==> src/rtl/key_serializer.sv <==
`default_nettype none
// ============================================================================
// Module   : key_serializer
// Purpose  : Captures CHANNELS x WIDTH button levels and shifts them out
//            MSB-first on a single serial line. The rising edge of the load
//            strobe (hsync) captures the synchronised keys. The shift strobe
//            (pvalid) advances the shift register. FILL is shifted in behind
//            the data.
// Ports    : clk       - system clock
//            rstn      - asynchronous active-low reset
//            key       - raw button levels (asynchronous), channel
//                        CHANNELS-1 in the MSBs
//            load      - load strobe; only its rising edge loads
//            shift     - shift enable; ignored while load is high
//            skey      - serial key bit (MSB of the shift register)
//            busy      - unshifted data bits remain
//            bits_left - count of data bits not yet shifted out
//            overrun   - one-cycle pulse when a load edge arrives while busy
// Options  : KEY_DEBOUNCE_EN - when defined, each key bit is debounced over a
//            DEB_CYCLES stability window before it can be loaded.
// Revision : 1.0 - initial release
// ============================================================================
module key_serializer #(
  parameter int   WIDTH       = 8,
  parameter int   CHANNELS    = 1,
  parameter logic FILL        = 1'b0,
  parameter int   SYNC_STAGES = 2,
  parameter int   DEB_CYCLES  = 1024
) (
  input  logic                                 clk,
  input  logic                                 rstn,
  input  logic [CHANNELS*WIDTH-1:0]            key,
  input  logic                                 load,
  input  logic                                 shift,
  output logic                                 skey,
  output logic                                 busy,
  output logic [$clog2(CHANNELS*WIDTH+1)-1:0]  bits_left,
  output logic                                 overrun
);

  localparam int              N       = CHANNELS * WIDTH;
  localparam int              BL_W    = $clog2(N + 1);
  localparam logic [BL_W-1:0] BL_FULL = BL_W'(N);

  // Reject configurations the synchroniser and debouncer cannot support.
  if (SYNC_STAGES < 2 || DEB_CYCLES < 1) begin : g_param_check
    $error("key_serializer: SYNC_STAGES must be >= 2 and DEB_CYCLES >= 1");
  end

  // --------------------------------------------------------------------------
  // Key synchroniser: stage 0 samples the raw pins, stage SYNC_STAGES-1 is
  // the clean value.
  // --------------------------------------------------------------------------
  logic [SYNC_STAGES-1:0][N-1:0] sync_q;
  logic [SYNC_STAGES-1:0][N-1:0] sync_d;
  logic [N-1:0]                  ksync;
  logic [N-1:0]                  kval;

  always_comb begin
    sync_d = {sync_q[SYNC_STAGES-2:0], key};
  end

  assign ksync = sync_q[SYNC_STAGES-1];

  always_ff @(posedge clk or negedge rstn) begin
    if (!rstn) begin
      sync_q <= '0;
    end else begin
      sync_q <= sync_d;
    end
  end

`ifdef KEY_DEBOUNCE_EN
  // --------------------------------------------------------------------------
  // Debouncer: a bit's counter runs while the synchronised level disagrees
  // with the accepted level. The accepted level flips on the DEB_CYCLES-th
  // consecutive disagreeing cycle; any agreement restarts the window.
  // --------------------------------------------------------------------------
  localparam int               CNT_W    = $clog2(DEB_CYCLES + 1);
  localparam logic [CNT_W-1:0] CNT_LAST = CNT_W'(DEB_CYCLES - 1);

  logic [N-1:0]            deb_q;
  logic [N-1:0]            deb_d;
  logic [N-1:0][CNT_W-1:0] cnt_q;
  logic [N-1:0][CNT_W-1:0] cnt_d;

  always_comb begin
    deb_d = deb_q;
    cnt_d = cnt_q;
    for (int i = 0; i < N; i++) begin
      if (ksync[i] == deb_q[i]) begin
        cnt_d[i] = '0;
      end else if (cnt_q[i] == CNT_LAST) begin
        deb_d[i] = ~deb_q[i];
        cnt_d[i] = '0;
      end else begin
        cnt_d[i] = cnt_q[i] + CNT_W'(1);
      end
    end
  end

  always_ff @(posedge clk or negedge rstn) begin
    if (!rstn) begin
      deb_q <= '0;
      cnt_q <= '0;
    end else begin
      deb_q <= deb_d;
      cnt_q <= cnt_d;
    end
  end

  assign kval = deb_q;
`else
  assign kval = ksync;
`endif

  // --------------------------------------------------------------------------
  // Load edge detection and shift register.
  // --------------------------------------------------------------------------
  logic            load_d_q;
  logic            load_edge;
  logic [N-1:0]    sr_q;
  logic [N-1:0]    sr_d;
  logic [BL_W-1:0] bits_left_q;
  logic [BL_W-1:0] bits_left_d;
  logic            overrun_q;
  logic            overrun_d;

  assign load_edge = load & ~load_d_q;

  always_comb begin
    sr_d        = sr_q;
    bits_left_d = bits_left_q;
    overrun_d   = 1'b0;
    if (load_edge) begin
      // The load wins over a simultaneous shift.
      sr_d        = kval;
      bits_left_d = BL_FULL;
      overrun_d   = (bits_left_q != '0);
    end else if (!load && shift) begin
      // Shifting continues once the data is gone; sr already holds FILL, and
      // the count saturates at zero.
      sr_d    = sr_q << 1;
      sr_d[0] = FILL;
      if (bits_left_q != '0) begin
        bits_left_d = bits_left_q - BL_W'(1);
      end
    end
  end

  always_ff @(posedge clk or negedge rstn) begin
    if (!rstn) begin
      load_d_q    <= 1'b0;
      sr_q        <= {N{FILL}};
      bits_left_q <= '0;
      overrun_q   <= 1'b0;
    end else begin
      load_d_q    <= load;
      sr_q        <= sr_d;
      bits_left_q <= bits_left_d;
      overrun_q   <= overrun_d;
    end
  end

  assign skey      = sr_q[N-1];
  assign busy      = (bits_left_q != '0);
  assign bits_left = bits_left_q;
  assign overrun   = overrun_q;

endmodule
`default_nettype wire

==> config.mk <==
export PLATFORM = sky130hd
export DESIGN_NAME = key_serializer
export DESIGN_NICKNAME = d
export VERILOG_FILES = /design/src/rtl/key_serializer.sv
export SDC_FILE = /design/constraint.sdc
export NUM_CORES = 1
export LEC_CHECK = 0
export ABC_AREA = 1
export CORE_ASPECT_RATIO = 1.75
export CORE_UTILIZATION = 45
export CTS_CLUSTER_SIZE = 20
export DETAILED_ROUTE_END_ITERATION = 12
export HOLD_SLACK_MARGIN = 0.05
export PLACE_DENSITY_LB_ADDON = 0.08
export SKIP_CTS_REPAIR_TIMING = 1
export SLEW_MARGIN = 25
export SYNTH_ARGS = -nofsm -noshare
export SYNTH_HDL_FRONTEND = slang
export SYNTH_SLANG_ARGS = --single-unit
export TNS_END_PERCENT = 50
==> constraint.sdc <==
create_clock -name clk -period 1.2 [get_ports clk]
set_clock_uncertainty 0.2 [all_clocks]
set_input_delay 0.36 -clock clk [delete_from_list [all_inputs] [get_ports clk]]
set_output_delay 0.36 -clock clk [all_outputs]
set_load 0.02 [all_outputs]
---- Yosys cells after proc, flatten, opt, wreduce, memory -nomap -nowiden ----
Cells that the tools add are included.
word-level totals
  register bits after elaboration ......... 30
  latch bits .............................. 0
  memory bits (writable) .................. 0
  ROM bits ................................ 0
  input bits .............................. 12
  word-level logic and storage cells ...... 21
  memories kept ........................... 0
operators by class
  add/sub/neg operators ................... 1
  multipliers ............................. 0
  div/mod/pow operators ................... 0
  $lt $le $gt $ge ......................... 0
  equal/unequal tests ..................... 0
  shift-type cells ........................ 0
  mux-type cells .......................... 6
  bitwise operators ....................... 2
  reductions and logical operators ........ 6
operators by type and width
  kind                 count
  $mux 8               2
  $mux 4               3
  $reduce_bool 2->1    2
  $reduce_bool 4->1    1
  $sub 4x1->4 const B  1
  $reduce_and 2->1     1
  $and 1x1->1          1
  $logic_and 1x1->1    1
  $logic_not 1->1      1
  $mux 1               1
  $not 1->1            1

---- Longest topological paths before layout ----
  depth after elaboration ................. 4
  mapped depth ............................ 7
  depth with buffers taken out ............ 7

---- Least setup slack after synthesis ----
OpenSTA, ideal clock, no wires.
  kind .................................... reg2out
  start point ............................. register bits_left_q[0], in the netlist bits_left[0]
  end point ............................... output port busy
  arrival ................................. 943 ps
  required time ........................... 640 ps
  path slack .............................. -303 ps
  cell stages (with the launch flop) ...... 4
  path through ............................ dfrtp_1 -> inv_1 -> ha_1 -> nand2_2
on the way
  word-level cells in the longest chain between the ends .. 1
RTL lines
  item                    RTL line  text
  start, declared         124       logic [BL_W-1:0] bits_left_q;
  start signal, assigned  160       bits_left_q <= bits_left_d;
  $reduce_bool 4->1       166       assign busy = (bits_left_q != '0);
  end, declared           36        output logic busy,
No other way between the ends.

---- Final worst setup path ----
  start point ............................. register bits_left_q[1], in the netlist bits_left[1]
  end point ............................... output port busy
Same word-level chain as after synthesis.

==> out/metrics.yaml <==
final_core_util_pct: 68.5
syn-cell-area_sq_um: 1070
dr.first_iter.drc_count: 6
routed_wl_um: 1770
cp_data_arrival_time_ns: 1.06
cp-end-kind: "output port"
htree_levels: 2
relSlewSlack_pct: 87.5
min_period_ns: 1.62
final_nets: 146
synth_area_leader_cell: "dfrtp_1"
period_share_pct: 135
numClockSinks: 30
ys_ff_latch: 30
die_area_sq_um: 2580
grt_start_max_net_pins: 31
clock.fmax_mhz: 617
rsz0062_at_grt: "yes"
setup_ws_ns: -0.421
yosysSeqAreaShare_pct: 70.4
crit_chain: "inv_2 -> ha_4 -> nand2_4 -> buf_6"
tns_ns: -2.52
coreArea_sq_um: 2270
place_inst: 148
numPortBuffers: 18
yosysMostFrequentCell: "dfrtp_1"
power_mw: 3.26
tightest_slew_ns: 0.187
finalSetupViolCount: 11
grt_antenna_before_repair: 0
leakagePower_nw: 0.768
insertion_delay_ns: 0.28
cts_tree: "built"
synth-async-reset-ratio_pct: 100
ys.flop_type: "dfrtp_1"
yosysWarnings: 0
synth_area_per_cell_sq_um: 11.2
overflow: 0
fp-row-count: 23
violations: "negative setup slack"
hold_class: "primary input to flop"
critPathTopFamily: "flip-flops"
max_stage_delay_ns: 0.41
path_clk_slew_ns: 0.06
chipHeight_um: 66.4
report.final.slew_viol_count: 0
postRouteAntennaNets: 0
root_buffer: "clkbuf_8"
layout.cells.non_filler: 158
layout-drive-gt1-share_pct: 38.3
path_buf_inv: 2
status: "complete, but fails checks"
synth_area_leaders: "dfrtp_1, nand2_1, nand3_1"
syn_to_final_growth_pct: 46.0
grt_use_total_pct: 17.4
ir_drop_uv: 1200
crit_required_ns: 0.64
start_kind: "flop"
ys_top_cells_by_count: "dfrtp_1, nand2_1, nand3_1, inv_1, nand2_2"
hold_viol: 0
io_pins: 19
path_max_fanout: 2
powerDensity_nw_per_um2: 2090
crit_slowest_cell: "dfrtp_2"
wl_per_cell_um: 11.2
first_pass_iters: 3
ys_types: 13
fp.dieW_um: 38.8
syn_inst: 95
grt_pass1_vias: 713
start_util_pct: 46.9
worstSetupPathType: "flop to output port"
hpwl_um: 1200
yosysTopAreaCellShare_pct: 70.4
cts_buffers: 5
viasPerCell: 4.72
cts_max_path_buffers: 2
routabilityCongestion: 0.688
drc: 0
syn-num-nets: 109
diodes: 0
synth_edf_count: 0
cap_violations: 0
whs_ns: 0.110
grt_pass1_wl_um: 2830
vias: 745
## cells in the final DEF (no fill, tap or decap), drive strengths merged, types with 3 or more instances in the layout
cell type,instances
nand2,31
dfrtp,30
buf,18
inv,11
nand3,10
clkdlybuf4s50,9
clkbuf,7
o211ai,3
nor2,3
o21ai,3
## path summary, 6_finish.rpt
check	startpoint	end	slack [ns]	depth (start not counted)
worst max register to register	bits_left[0]	bits_left[2]	-0.22	7
worst min-delay path	load	load_d_q	0.11	1
worst min register to register	sync_d[12]	ksync[4]	0.14	0
worst max-delay path	bits_left[1]	busy	-0.42	4
max in group asynchronous	rstn	bits_left[1]	0.39	2
min in group asynchronous	rstn	sr_q[3]	0.23	2
## logic make-up (layout without fill, tap and decap cells)
kind of cell | count (synthesis) | count (layout) | share of synthesized area, %
compound gates | 6 | 6 | 3.87
xor+xnor | 1 | 1 | 0.822
fa+ha+maj | 2 | 2 | 2.35
buf+inv | 12 | 50 | 4.23
flops | 30 | 30 | 70.4
simple gates | 44 | 44 | 18.3
## metal layers
metal	up-vias	part of all wire (%)	GRT usage, %
li1	369	-	-
met1	355	37	15.7
met2	16	55	27.5
met3	5	4.6	9.09
met4	0	3.4	12.9
met5	-	0	0
## through the flow
step,area (sq um),worst slack (ns)
after floorplan,1090,-0.117
after global placement,1390,-0.544
after detailed placement,1390,-0.561
after CTS,1490,-0.874
after global routing,1560,-0.467
final,1560,-0.421
## layout make-up
class	instances	area, sq um
Inverter	12	53.8
Clock inverter	2	12.5
Clock buffer	6	82.6
Multi-Input combinational cell	53	335
Tap cell	25	31.3
Fill cell	178	717
Sequential cell	30	753
Timing Repair Buffer	30	288
## flip-flops by register name, indices dropped and copies added (netlist names)
register and cells:
overrun 1, sr_q 8, ksync 8, load_d_q 1, sync_d 8, bits_left 4
## where the power goes
group	switching, mW	internal (mW)	total (mW)
logic	0.593	0.597	1.19
registers	0.0827	1.15	1.24
clock network	0.369	0.459	0.829
total	1.04	2.21	3.26
(Power assumes the default switching activity.)
